$ cat src/rtl/ekf_stage_scheduler.sv
// ekf_stage_scheduler: issues PRD, then NEW/ASSOC stage commands to the EKF-SLAM core from streamed odometry/observations.
// Optional macro EKF_SCHED_UPD_EN: each ASSOC command is followed by an UPD command on the same feature.
module ekf_stage_scheduler #(
  parameter int DW        = 32,
  parameter int TIME_W    = 16,
  parameter int MAX_FEAT  = 20,
  parameter int FEAT_AW   = 5,
  parameter int ASSOC_WIN = 20,
  parameter int HOLD_CYC  = 2
) (
  input  logic              clk,
  input  logic              sys_rst,
  input  logic              start,
  input  logic [TIME_W-1:0] frame_limit,
  input  logic              odo_val,
  output logic              odo_rdy,
  input  logic [DW-1:0]     odo_vlr,
  input  logic [DW-1:0]     odo_alpha,
  input  logic [TIME_W-1:0] odo_time,
  input  logic              obs_val,
  output logic              obs_rdy,
  input  logic              obs_last,
  input  logic              obs_empty,
  input  logic [DW-1:0]     obs_rk,
  input  logic [DW-1:0]     obs_phi,
  input  logic [TIME_W-1:0] obs_time,
  output logic [2:0]        stage_val,
  output logic [DW-1:0]     vlr,
  output logic [DW-1:0]     alpha,
  output logic [DW-1:0]     rk,
  output logic [DW-1:0]     phi,
  input  logic              stage_rdy,
  output logic              busy,
  output logic              done,
  output logic [TIME_W-1:0] frame_cnt,
  output logic              ovf_err
);

  localparam logic [2:0] STG_IDLE  = 3'd0;
  localparam logic [2:0] STG_PRD   = 3'd1;
  localparam logic [2:0] STG_NEW   = 3'd2;
  localparam logic [2:0] STG_ASSOC = 3'd4;
`ifdef EKF_SCHED_UPD_EN
  localparam logic [2:0] STG_UPD   = 3'd3;
`endif
  localparam int HW = (HOLD_CYC > 1) ? $clog2(HOLD_CYC) : 1;
  localparam logic [HW-1:0] HOLD_LAST = HW'(HOLD_CYC - 1);
  localparam logic signed [TIME_W:0] WIN = (TIME_W+1)'(ASSOC_WIN);

  typedef enum logic [3:0] {
    S_IDLE,
    S_GET_ODO,
    S_PRD_PULSE,
    S_PRD_WAIT,
    S_CHECK,
    S_FEAT_PULSE,
    S_FEAT_WAIT,
`ifdef EKF_SCHED_UPD_EN
    S_UPD_PULSE,
    S_UPD_WAIT,
`endif
    S_NEXT
  } state_t;

  state_t state, state_next;

  logic [DW-1:0]      feat_rk  [MAX_FEAT];
  logic [DW-1:0]      feat_phi [MAX_FEAT];
  logic [FEAT_AW-1:0] feat_cnt, idx, load_idx;
  logic [HW-1:0]      hold_cnt;
  logic [TIME_W-1:0]  obs_stamp, odo_stamp;
  logic [TIME_W:0]    diff;
  logic [2:0]         stage_next;
  logic obs_full, init_flag;
  logic hold_done, in_window, last_feat;
  logic run_start, run_end, odo_take, prd_ack, frame_drop, frame_done, feat_load;

  assign odo_rdy   = (state == S_GET_ODO);
  assign obs_rdy   = busy & ~obs_full;
  assign hold_done = (hold_cnt == HOLD_LAST);
  assign last_feat = (idx == feat_cnt - FEAT_AW'(1));
  // Observation stamps may precede the odometry stamp; the extra bit keeps the difference signed.
  assign diff      = {1'b0, obs_stamp} - {1'b0, odo_stamp};
  assign in_window = ($signed(diff) <= WIN);

  // State register.
  always_ff @(posedge clk or posedge sys_rst) begin
    if (sys_rst) state <= S_IDLE;
    else         state <= state_next;
  end

  // Next-state decode and per-cycle strobes for the datapath.
  always_comb begin
    state_next = state;
    run_start  = 1'b0;
    run_end    = 1'b0;
    odo_take   = 1'b0;
    prd_ack    = 1'b0;
    frame_drop = 1'b0;
    frame_done = 1'b0;
    feat_load  = 1'b0;
    load_idx   = idx;
    case (state)
      S_IDLE: begin
        if (start) begin
          run_start  = 1'b1;
          state_next = S_GET_ODO;
        end else begin
          state_next = S_IDLE;
        end
      end
      S_GET_ODO: begin
        if (odo_val) begin
          odo_take   = 1'b1;
          state_next = S_PRD_PULSE;
        end else begin
          state_next = S_GET_ODO;
        end
      end
      S_PRD_PULSE: begin
        if (hold_done) state_next = S_PRD_WAIT;
        else           state_next = S_PRD_PULSE;
      end
      S_PRD_WAIT: begin
        if (stage_rdy) begin
          prd_ack    = 1'b1;
          state_next = S_CHECK;
        end else begin
          state_next = S_PRD_WAIT;
        end
      end
      S_CHECK: begin
        if (obs_full && in_window) begin
          if (feat_cnt == '0) begin
            frame_drop = 1'b1;
            state_next = S_NEXT;
          end else begin
            feat_load  = 1'b1;
            load_idx   = '0;
            state_next = S_FEAT_PULSE;
          end
        end else begin
          state_next = S_NEXT;
        end
      end
      S_FEAT_PULSE: begin
        if (hold_done) state_next = S_FEAT_WAIT;
        else           state_next = S_FEAT_PULSE;
      end
      S_FEAT_WAIT: begin
        if (!stage_rdy) begin
          state_next = S_FEAT_WAIT;
`ifdef EKF_SCHED_UPD_EN
        end else if (!init_flag) begin
          state_next = S_UPD_PULSE;
`endif
        end else if (last_feat) begin
          frame_done = 1'b1;
          state_next = S_NEXT;
        end else begin
          feat_load  = 1'b1;
          load_idx   = idx + FEAT_AW'(1);
          state_next = S_FEAT_PULSE;
        end
      end
`ifdef EKF_SCHED_UPD_EN
      S_UPD_PULSE: begin
        if (hold_done) state_next = S_UPD_WAIT;
        else           state_next = S_UPD_PULSE;
      end
      S_UPD_WAIT: begin
        if (!stage_rdy) begin
          state_next = S_UPD_WAIT;
        end else if (last_feat) begin
          frame_done = 1'b1;
          state_next = S_NEXT;
        end else begin
          feat_load  = 1'b1;
          load_idx   = idx + FEAT_AW'(1);
          state_next = S_FEAT_PULSE;
        end
      end
`endif
      S_NEXT: begin
        if ((frame_limit != '0) && (frame_cnt == frame_limit)) begin
          run_end    = 1'b1;
          state_next = S_IDLE;
        end else begin
          state_next = S_GET_ODO;
        end
      end
      default: state_next = S_IDLE;
    endcase
  end

  // Stage code to present on the next cycle; registering it keeps stage_val glitch-free.
  always_comb begin
    case (state_next)
      S_PRD_PULSE:  stage_next = STG_PRD;
      S_FEAT_PULSE: stage_next = init_flag ? STG_NEW : STG_ASSOC;
`ifdef EKF_SCHED_UPD_EN
      S_UPD_PULSE:  stage_next = STG_UPD;
`endif
      default:      stage_next = STG_IDLE;
    endcase
  end

  // Datapath: command outputs, run bookkeeping and the observation loader.
  always_ff @(posedge clk or posedge sys_rst) begin
    if (sys_rst) begin
      stage_val <= STG_IDLE;
      hold_cnt  <= '0;
      vlr       <= '0;
      alpha     <= '0;
      rk        <= '0;
      phi       <= '0;
      busy      <= 1'b0;
      done      <= 1'b0;
      frame_cnt <= '0;
      ovf_err   <= 1'b0;
      odo_stamp <= '0;
      obs_stamp <= '0;
      idx       <= '0;
      feat_cnt  <= '0;
      obs_full  <= 1'b0;
      init_flag <= 1'b1;
      for (int i = 0; i < MAX_FEAT; i++) begin
        feat_rk[i]  <= '0;
        feat_phi[i] <= '0;
      end
    end else begin
      stage_val <= stage_next;
      hold_cnt  <= (state_next == state) ? hold_cnt + HW'(1) : '0;
      done      <= run_end;
      if (run_start) begin
        busy      <= 1'b1;
        frame_cnt <= '0;
      end else if (run_end) begin
        busy <= 1'b0;
      end else if (prd_ack) begin
        frame_cnt <= frame_cnt + TIME_W'(1);
      end
      if (odo_take) begin
        vlr       <= odo_vlr;
        alpha     <= odo_alpha;
        odo_stamp <= odo_time;
      end
      if (feat_load) begin
        idx <= load_idx;
        rk  <= feat_rk[load_idx];
        phi <= feat_phi[load_idx];
      end
      // The loader only runs while obs_full is clear, so it never races the FSM clearing the frame.
      if (frame_done) begin
        init_flag <= 1'b0;
        obs_full  <= 1'b0;
        feat_cnt  <= '0;
      end else if (frame_drop) begin
        obs_full <= 1'b0;
      end else if (obs_val && obs_rdy) begin
        if (!obs_empty) begin
          if (feat_cnt < FEAT_AW'(MAX_FEAT)) begin
            feat_rk[feat_cnt]  <= obs_rk;
            feat_phi[feat_cnt] <= obs_phi;
            feat_cnt           <= feat_cnt + FEAT_AW'(1);
          end else begin
            ovf_err <= 1'b1;
          end
        end
        if (obs_last) begin
          obs_stamp <= obs_time;
          obs_full  <= 1'b1;
        end
      end
    end
  end

endmodule

$ cat config.mk
export PLATFORM = sky130hd
export DESIGN_NAME = ekf_stage_scheduler
export DESIGN_NICKNAME = d
export VERILOG_FILES = /design/src/rtl/ekf_stage_scheduler.sv
export SDC_FILE = /design/constraint.sdc
export NUM_CORES = 2
export LEC_CHECK = 0
export CELL_PAD_IN_SITES_DETAIL_PLACEMENT = 1
export CELL_PAD_IN_SITES_GLOBAL_PLACEMENT = 1
export CORE_ASPECT_RATIO = 0.6
export CORE_UTILIZATION = 24
export CTS_CLUSTER_DIAMETER = 60
export CTS_CLUSTER_SIZE = 10
export DETAILED_ROUTE_END_ITERATION = 8
export PLACE_DENSITY = 0.47
export SETUP_SLACK_MARGIN = 0.3
export SYNTH_ARGS = -nofsm -noshare
export SYNTH_HDL_FRONTEND = slang
export SYNTH_SLANG_ARGS = --single-unit
export TNS_END_PERCENT = 20
$ cat constraint.sdc
create_clock -name clk -period 49.7 [get_ports clk]
set_input_delay 9.94 -clock clk [delete_from_list [all_inputs] [get_ports clk]]
set_output_delay 9.94 -clock clk [all_outputs]
set_load 0.02 [all_outputs]
; ---- Word-level counts from Yosys, hierarchy flattened
; Index checks and enable logic that the tools add are counted.
[word_totals]
register_bits = 1479
input_bits = 184
elab_cells = 172
[op_classes]
n_addsub = 6
magnitude_cmp = 5
n_eq_ne = 15
n_mux = 62
n_bitwise = 8
n_reduce_logical = 19
[ops]
columns = operator, count
row1 = $bwmux W640, 2
row2 = $bmux W32 S5, 2
row3 = $demux W32 S5, 1
row4 = $mux W32, 5
row5 = $mux W16, 3
row6 = $mux W5, 9
row7 = $pmux W4 S8, 1
row8 = $mux W1, 28
row9 = $eq A4 B3 Y1 const B, 5
row10 = $le A17 B6 Y1 const B, 1
row11 = $sub A16 B16 Y17, 1
row12 = $add A16 B1 Y16 const B, 1
row13 = $eq A16 B16 Y1, 1
row14 = $reduce_bool A16 Y1, 1
row15 = $eq A4 B2 Y1 const B, 3
row16 = $ge A6 B6 Y1 const B, 2
row17 = $not A5 Y6, 2
row18 = $add A5 B1 Y5 const B, 2
row19 = $mux W2, 5
row20 = $pmux W5 S2, 1
row21 = $reduce_and A5 Y1, 2
row22 = $reduce_and A4 Y1, 2
row23 = $reduce_bool A2 Y1, 4
row24 = $lt A6 B1 Y1 const B, 1
row25 = 19 further kinds, 30

; ---- Logic depth before layout (Yosys ltp)
[logic_depth]
ltp_word = 9
mapped_depth = 19

; ---- Least setup slack after synthesis
; OpenSTA, ideal clock, no wires.
[synth_path]
path_type = input -> register
from = input stage_rdy
to = register phi[26]
setup_time_ns = 0.133
t_arrival_ns = 11.911
t_required_ns = 49.567
setup_slack_ns = 37.656
path_stages = 13
path_buffers = 4
path_cell_list = o21ai_1 nor2_1 a21oi_1 a21o_1 nand2b_1 buf_2 inv_2 buf_2 clkbuf_1 buf_1 nand3_1 nand3_1 a31oi_1
[synth_between]
elab_chain_cells = 6
[synth_rtl]
columns = item, line_no
row1 = "start, declared", 32  ; input logic stage_rdy,
row2 = $mux W5, 151  ; if (!stage_rdy) begin
row3 = $pmux W5 S2, 103  ; case (state)
row4 = $not A5 Y6 (not written as such), 251  ; phi <= feat_phi[load_idx];
row5 = $bmux W32 S5, 251
row6 = $mux W32 (not written as such) (2 in a row), 251
row7 = "end signal, assigned", 251
row8 = "end, declared", 31  ; output logic [DW-1:0] phi,
; Several ways; a longest one is shown, not always the timed one. The select of a mux whose other input is x is not followed.
; A chain may end at the register's enable or synchronous reset.

; ---- Worst setup path in the final report
[layout_path]
from = input stage_rdy
to = register rk[5]
[layout_between]
elab_chain_cells = 6
[layout_rtl]
columns = item, line_no
row1 = $mux W5, 151
row2 = $pmux W5 S2, 103
row3 = $not A5 Y6 (not written as such), 250  ; rk <= feat_rk[load_idx];
row4 = $bmux W32 S5, 250
row5 = $mux W32 (not written as such) (2 in a row), 250
row6 = "end signal, assigned", 250
row7 = "end, declared", 30  ; output logic [DW-1:0] rk,
; Several ways; a longest one is shown, not always the timed one. The select of a mux whose other input is x is not followed.

==> impl_metrics.prom <==
# TYPE chip_impl_metric gauge
chip_impl_info{name="status",value="finished clean"} 1
chip_impl_metric{name="synth.yosys.warnings",unit=""} 0
chip_impl_metric{name="worst_ir_drop_vdd",unit="mV"} 0.03927
chip_impl_metric{name="ys_seq_elements",unit=""} 1478
chip_impl_metric{name="post_synth_arst_share",unit="%"} 100.0
chip_impl_metric{name="detailedPlacementHpwl",unit="µm"} 138600
chip_impl_metric{name="layout_worst_path_cycle_share",unit="%"} 31.34
chip_impl_metric{name="finish.cell_count_without_fillers",unit=""} 9716
chip_impl_metric{name="iter_0_drt_violations",unit=""} 2872
chip_impl_metric{name="skew",unit="ps"} 76.59
chip_impl_metric{name="cell_count_after_synthesis",unit=""} 5840
chip_impl_metric{name="critical_path_peak_fanout",unit=""} 85
chip_impl_metric{name="post_synth_edffs",unit=""} 0
chip_impl_metric{name="detail-route-antenna-nets",unit=""} 0
chip_impl_metric{name="clockBufferDepth",unit=""} 4
chip_impl_metric{name="clk_latency",unit="ps"} 860
chip_impl_metric{name="leakagePower",unit="nW"} 35.49
chip_impl_metric{name="timing.final.crit_period",unit="ps"} 15570
chip_impl_metric{name="cp_data_required_time",unit="ps"} 50380
chip_impl_info{name="dominantRegCellSynth",value="sky130_fd_sc_hd__dfrtp_1"} 1
chip_impl_metric{name="layout-drive-gt1-share",unit="%"} 29.13
chip_impl_metric{name="pwr-share-seq",unit="%"} 39.3
chip_impl_info{name="final_cell_mix",value="1477 x sky130_fd_sc_hd__dfrtp_1, 1362 x sky130_fd_sc_hd__mux2_2, 1035 x sky130_fd_sc_hd__nand2_1, 335 x sky130_fd_sc_hd__clkdlybuf4s50_1, 324 x sky130_fd_sc_hd__nand3_1"} 1
chip_impl_metric{name="vias_post_dr",unit=""} 46950
chip_impl_metric{name="totalWireLength",unit="µm"} 249000
chip_impl_metric{name="switching_part_of_the_total_power",unit="%"} 35.81
chip_impl_metric{name="nets",unit=""} 6155
chip_impl_metric{name="fp.dieArea",unit="mm²"} 0.2848
chip_impl_metric{name="cts_hold_buf",unit=""} 0
chip_impl_info{name="cts_tree",value="built"} 1
chip_impl_info{name="timing.hold.worst.class",value="reg -> reg"} 1
chip_impl_metric{name="achievable-frequency",unit="GHz"} 0.06421
chip_impl_metric{name="tritoncts_num_sinks",unit=""} 1478
chip_impl_info{name="cp-end-kind",value="register"} 1
chip_impl_metric{name="worst_setup_hold_path_clk_slew",unit="ps"} 60
chip_impl_metric{name="ys_types",unit=""} 72
chip_impl_metric{name="cts.repair_timing.setup_buffer_count",unit=""} 0
chip_impl_metric{name="die_x",unit="µm"} 688.3
chip_impl_metric{name="finalWeightedCongestion",unit=""} 0.7107
chip_impl_metric{name="internal_power",unit="mW"} 2.636
chip_impl_metric{name="timing_worst_slew_pin_value",unit="ps"} 1256
chip_impl_metric{name="setup-tns-final",unit="ps"} 0
chip_impl_metric{name="global_route.usage.total",unit="%"} 17.48
chip_impl_metric{name="hold_viol",unit=""} 0
chip_impl_metric{name="grt_first_pass_wirelength",unit="µm"} 370700
chip_impl_info{name="grt_setup_unrepaired",value="false"} 1
chip_impl_metric{name="floorplan.core_area",unit="mm²"} 0.2798
chip_impl_metric{name="avgSynthCellArea",unit="µm²"} 11.61
chip_impl_metric{name="timing.hold.ws",unit="ps"} 478.4
chip_impl_metric{name="maxCapViolations",unit=""} 0
chip_impl_metric{name="fill_count",unit=""} 30430
chip_impl_metric{name="cellPowerDensity",unit="mW/mm²"} 51.42
chip_impl_metric{name="io-pin-count",unit=""} 336
chip_impl_metric{name="synth.net_count",unit=""} 6047
chip_impl_metric{name="setup_violations",unit=""} 0
chip_impl_metric{name="post_cts.resized_instances",unit=""} 0
chip_impl_metric{name="cts_inserted_buffers",unit=""} 183
chip_impl_metric{name="timing.max_slew.rel_slack",unit="%"} 16.06
chip_impl_metric{name="maximum_level_of_the_cts_h_tree",unit=""} 4
chip_impl_metric{name="placed_cells",unit=""} 9487
chip_impl_info{name="clock_tree.root_cell",value="sky130_fd_sc_hd__clkbuf_16"} 1
chip_impl_metric{name="placement_rows",unit=""} 150
chip_impl_metric{name="detail_route.vias_per_cell",unit=""} 4.832
chip_impl_metric{name="detail_route.first_pass.iterations",unit=""} 5
chip_impl_metric{name="netlist_area",unit="mm²"} 0.06782
chip_impl_metric{name="globalRouteOverflowTotal",unit=""} 0
chip_impl_metric{name="wl_per_cell",unit="µm"} 25.63
chip_impl_metric{name="portBuffers",unit=""} 335
chip_impl_metric{name="drc_errors",unit=""} 0
chip_impl_metric{name="drv_slew",unit=""} 0
chip_impl_metric{name="worst_ep_arrival_time",unit="ps"} 16250
chip_impl_metric{name="fp.dieH",unit="µm"} 413.8
chip_impl_metric{name="starting_density_of_the_core",unit="%"} 24.24
chip_impl_info{name="worst-setup-path-type",value="in -> reg"} 1
chip_impl_metric{name="power.clock.fraction",unit="%"} 29.6
chip_impl_metric{name="antenna_found_initial",unit=""} 27
chip_impl_metric{name="grt_start_max_net_pins",unit=""} 147
chip_impl_info{name="final_common_cell",value="sky130_fd_sc_hd__dfrtp_1"} 1
chip_impl_metric{name="number_of_global_route_vias_before_repair",unit=""} 50380
chip_impl_metric{name="synth-seq-area-share",unit="%"} 54.54
chip_impl_info{name="critPathLaunchType",value="input port"} 1
chip_impl_metric{name="switchingPower",unit="mW"} 1.470
chip_impl_metric{name="pwr-share-comb",unit="%"} 31.1
chip_impl_metric{name="area_growth_syn_to_layout",unit="%"} 17.75
==> metrics by stage <==
| stage | util (%) | total power, mW | setup WS, ps | area [µm²] |
|---|---|---|---|---|
| after floorplan | - | 2.445 | 19300 | 67830 |
| after global routing | 28.53 | 4.358 | 33950 | 79850 |
| after detailed placement | 26.74 | 2.936 | 33380 | 74840 |
| final | 28.54 | 4.106 | 34130 | 79860 |
| after global placement | 26.74 | 2.908 | 33520 | 74840 |
| after CTS | 28.53 | 4.188 | 34270 | 79840 |
==> flip-flops by register name, indices dropped and copies added, names as in the netlist, 16 cells and up <==
signal and count:
feat_phi 640, feat_rk 640, alpha 32, phi 32, rk 32, vlr 32
frame_cnt 16, obs_stamp 16, odo_stamp 16
==> synthesized netlist by cell type (25+ instances only) <==
library cell	n	area (µm²)
sky130_fd_sc_hd__a211oi_1	62	465.5
sky130_fd_sc_hd__a21oi_1	189	945.9
sky130_fd_sc_hd__a311oi_1	93	814.5
sky130_fd_sc_hd__a31oi_1	37	231.5
sky130_fd_sc_hd__a32oi_1	32	280.3
sky130_fd_sc_hd__buf_2	96	480.5
sky130_fd_sc_hd__clkbuf_1	390	1464
sky130_fd_sc_hd__dfrtp_1	1477	36960
sky130_fd_sc_hd__inv_1	33	123.9
sky130_fd_sc_hd__mux2_2	1362	15340
sky130_fd_sc_hd__mux2i_1	148	1481
sky130_fd_sc_hd__nand2_1	1037	3892
sky130_fd_sc_hd__nand3_1	333	1667
sky130_fd_sc_hd__nand4_1	26	162.7
sky130_fd_sc_hd__nor2_1	94	352.8
sky130_fd_sc_hd__nor3b_1	63	473.0
sky130_fd_sc_hd__nor4_1	41	256.5
sky130_fd_sc_hd__o2111ai_1	26	227.7
sky130_fd_sc_hd__o21ai_0	89	445.4
sky130_fd_sc_hd__xnor2_1	25	219.0
==> area by class of cell <==
type | instances | area [µm²] | area share [%]
antenna | 9 | 22.52 | 0.02820
clock buffer | 198 | 4707 | 5.894
inverter | 35 | 150.1 | 0.1880
timing repair buffer | 444 | 4222 | 5.286
clock inverter | 22 | 294.0 | 0.3682
multi-input combinational | 3806 | 28820 | 36.09
tap | 3724 | 4659 | 5.834
sequential | 1478 | 36990 | 46.31
==> per-layer routing <==
metal / GRT usage [%] / part of all wire [%]
met5: 0 / 0.015
met3: 2.414 / 3.9
met4: 3.066 / 1.7
met2: 26.36 / 43
met1: 26.64 / 51
==> worst max-delay path, cell delays in order <==
cell,delay [ps]
sky130_fd_sc_hd__clkdlybuf4s50_1,670
sky130_fd_sc_hd__o21ai_1,290
sky130_fd_sc_hd__nor2_1,390
sky130_fd_sc_hd__a21oi_1,120
sky130_fd_sc_hd__a21o_1,180
sky130_fd_sc_hd__nand2b_4,390
sky130_fd_sc_hd__inv_8,600
sky130_fd_sc_hd__buf_4,760
sky130_fd_sc_hd__buf_4,860
sky130_fd_sc_hd__buf_4,830
sky130_fd_sc_hd__a311oi_1,190
sky130_fd_sc_hd__o21ai_0,490
sky130_fd_sc_hd__o2111ai_1,210
==> kinds of logic (layout without fill, tap and decap cells) <==
group,count (synthesis),count (layout),synth area share [%]
fa+ha+maj,23,23,0.4243
xor+xnor,38,38,0.4907
buf+inv,556,699,3.398
other cells,0,9,0
mux,1511,1511,24.82
compound gates,588,588,5.754
flops,1478,1478,54.54
simple gates,1646,1646,10.58
==> final timing paths <==
check / start / endpoint / slack (ps) / depth (start not counted)
min in group asynchronous: sys_rst / feat_rk[6]$_DFFE_PP0P_ / 9590 / 2
worst min-delay path: hold_cnt$_DFF_PP0_ / hold_cnt$_DFF_PP0_ / 480 / 1
worst max register to register: obs_stamp[5]$_DFFE_PP0P_ / rk[5]$_DFFE_PP0P_ / 42390 / 15
max in group asynchronous: sys_rst / obs_full$_DFFE_PP0P_ / 35600 / 7
worst min register to register: hold_cnt$_DFF_PP0_ / hold_cnt$_DFF_PP0_ / 480 / 1
worst max-delay path: stage_rdy / rk[5]$_DFFE_PP0P_ / 34130 / 13
==> power by group through the flow <==
| stage | Combinational (mW) | Sequential [mW] | Clock, mW |
|---|---|---|---|
| floorplan | 0.802 | 1.64 | 0 |
| global placement | 1.28 | 1.63 | 0 |
| global route | 1.40 | 1.65 | 1.31 |
| finish | 1.28 | 1.61 | 1.22 |
| CTS | 1.30 | 1.62 | 1.27 |
| detailed placement | 1.30 | 1.64 | 0 |
Note: power is estimated with default switching activity, not from simulation.
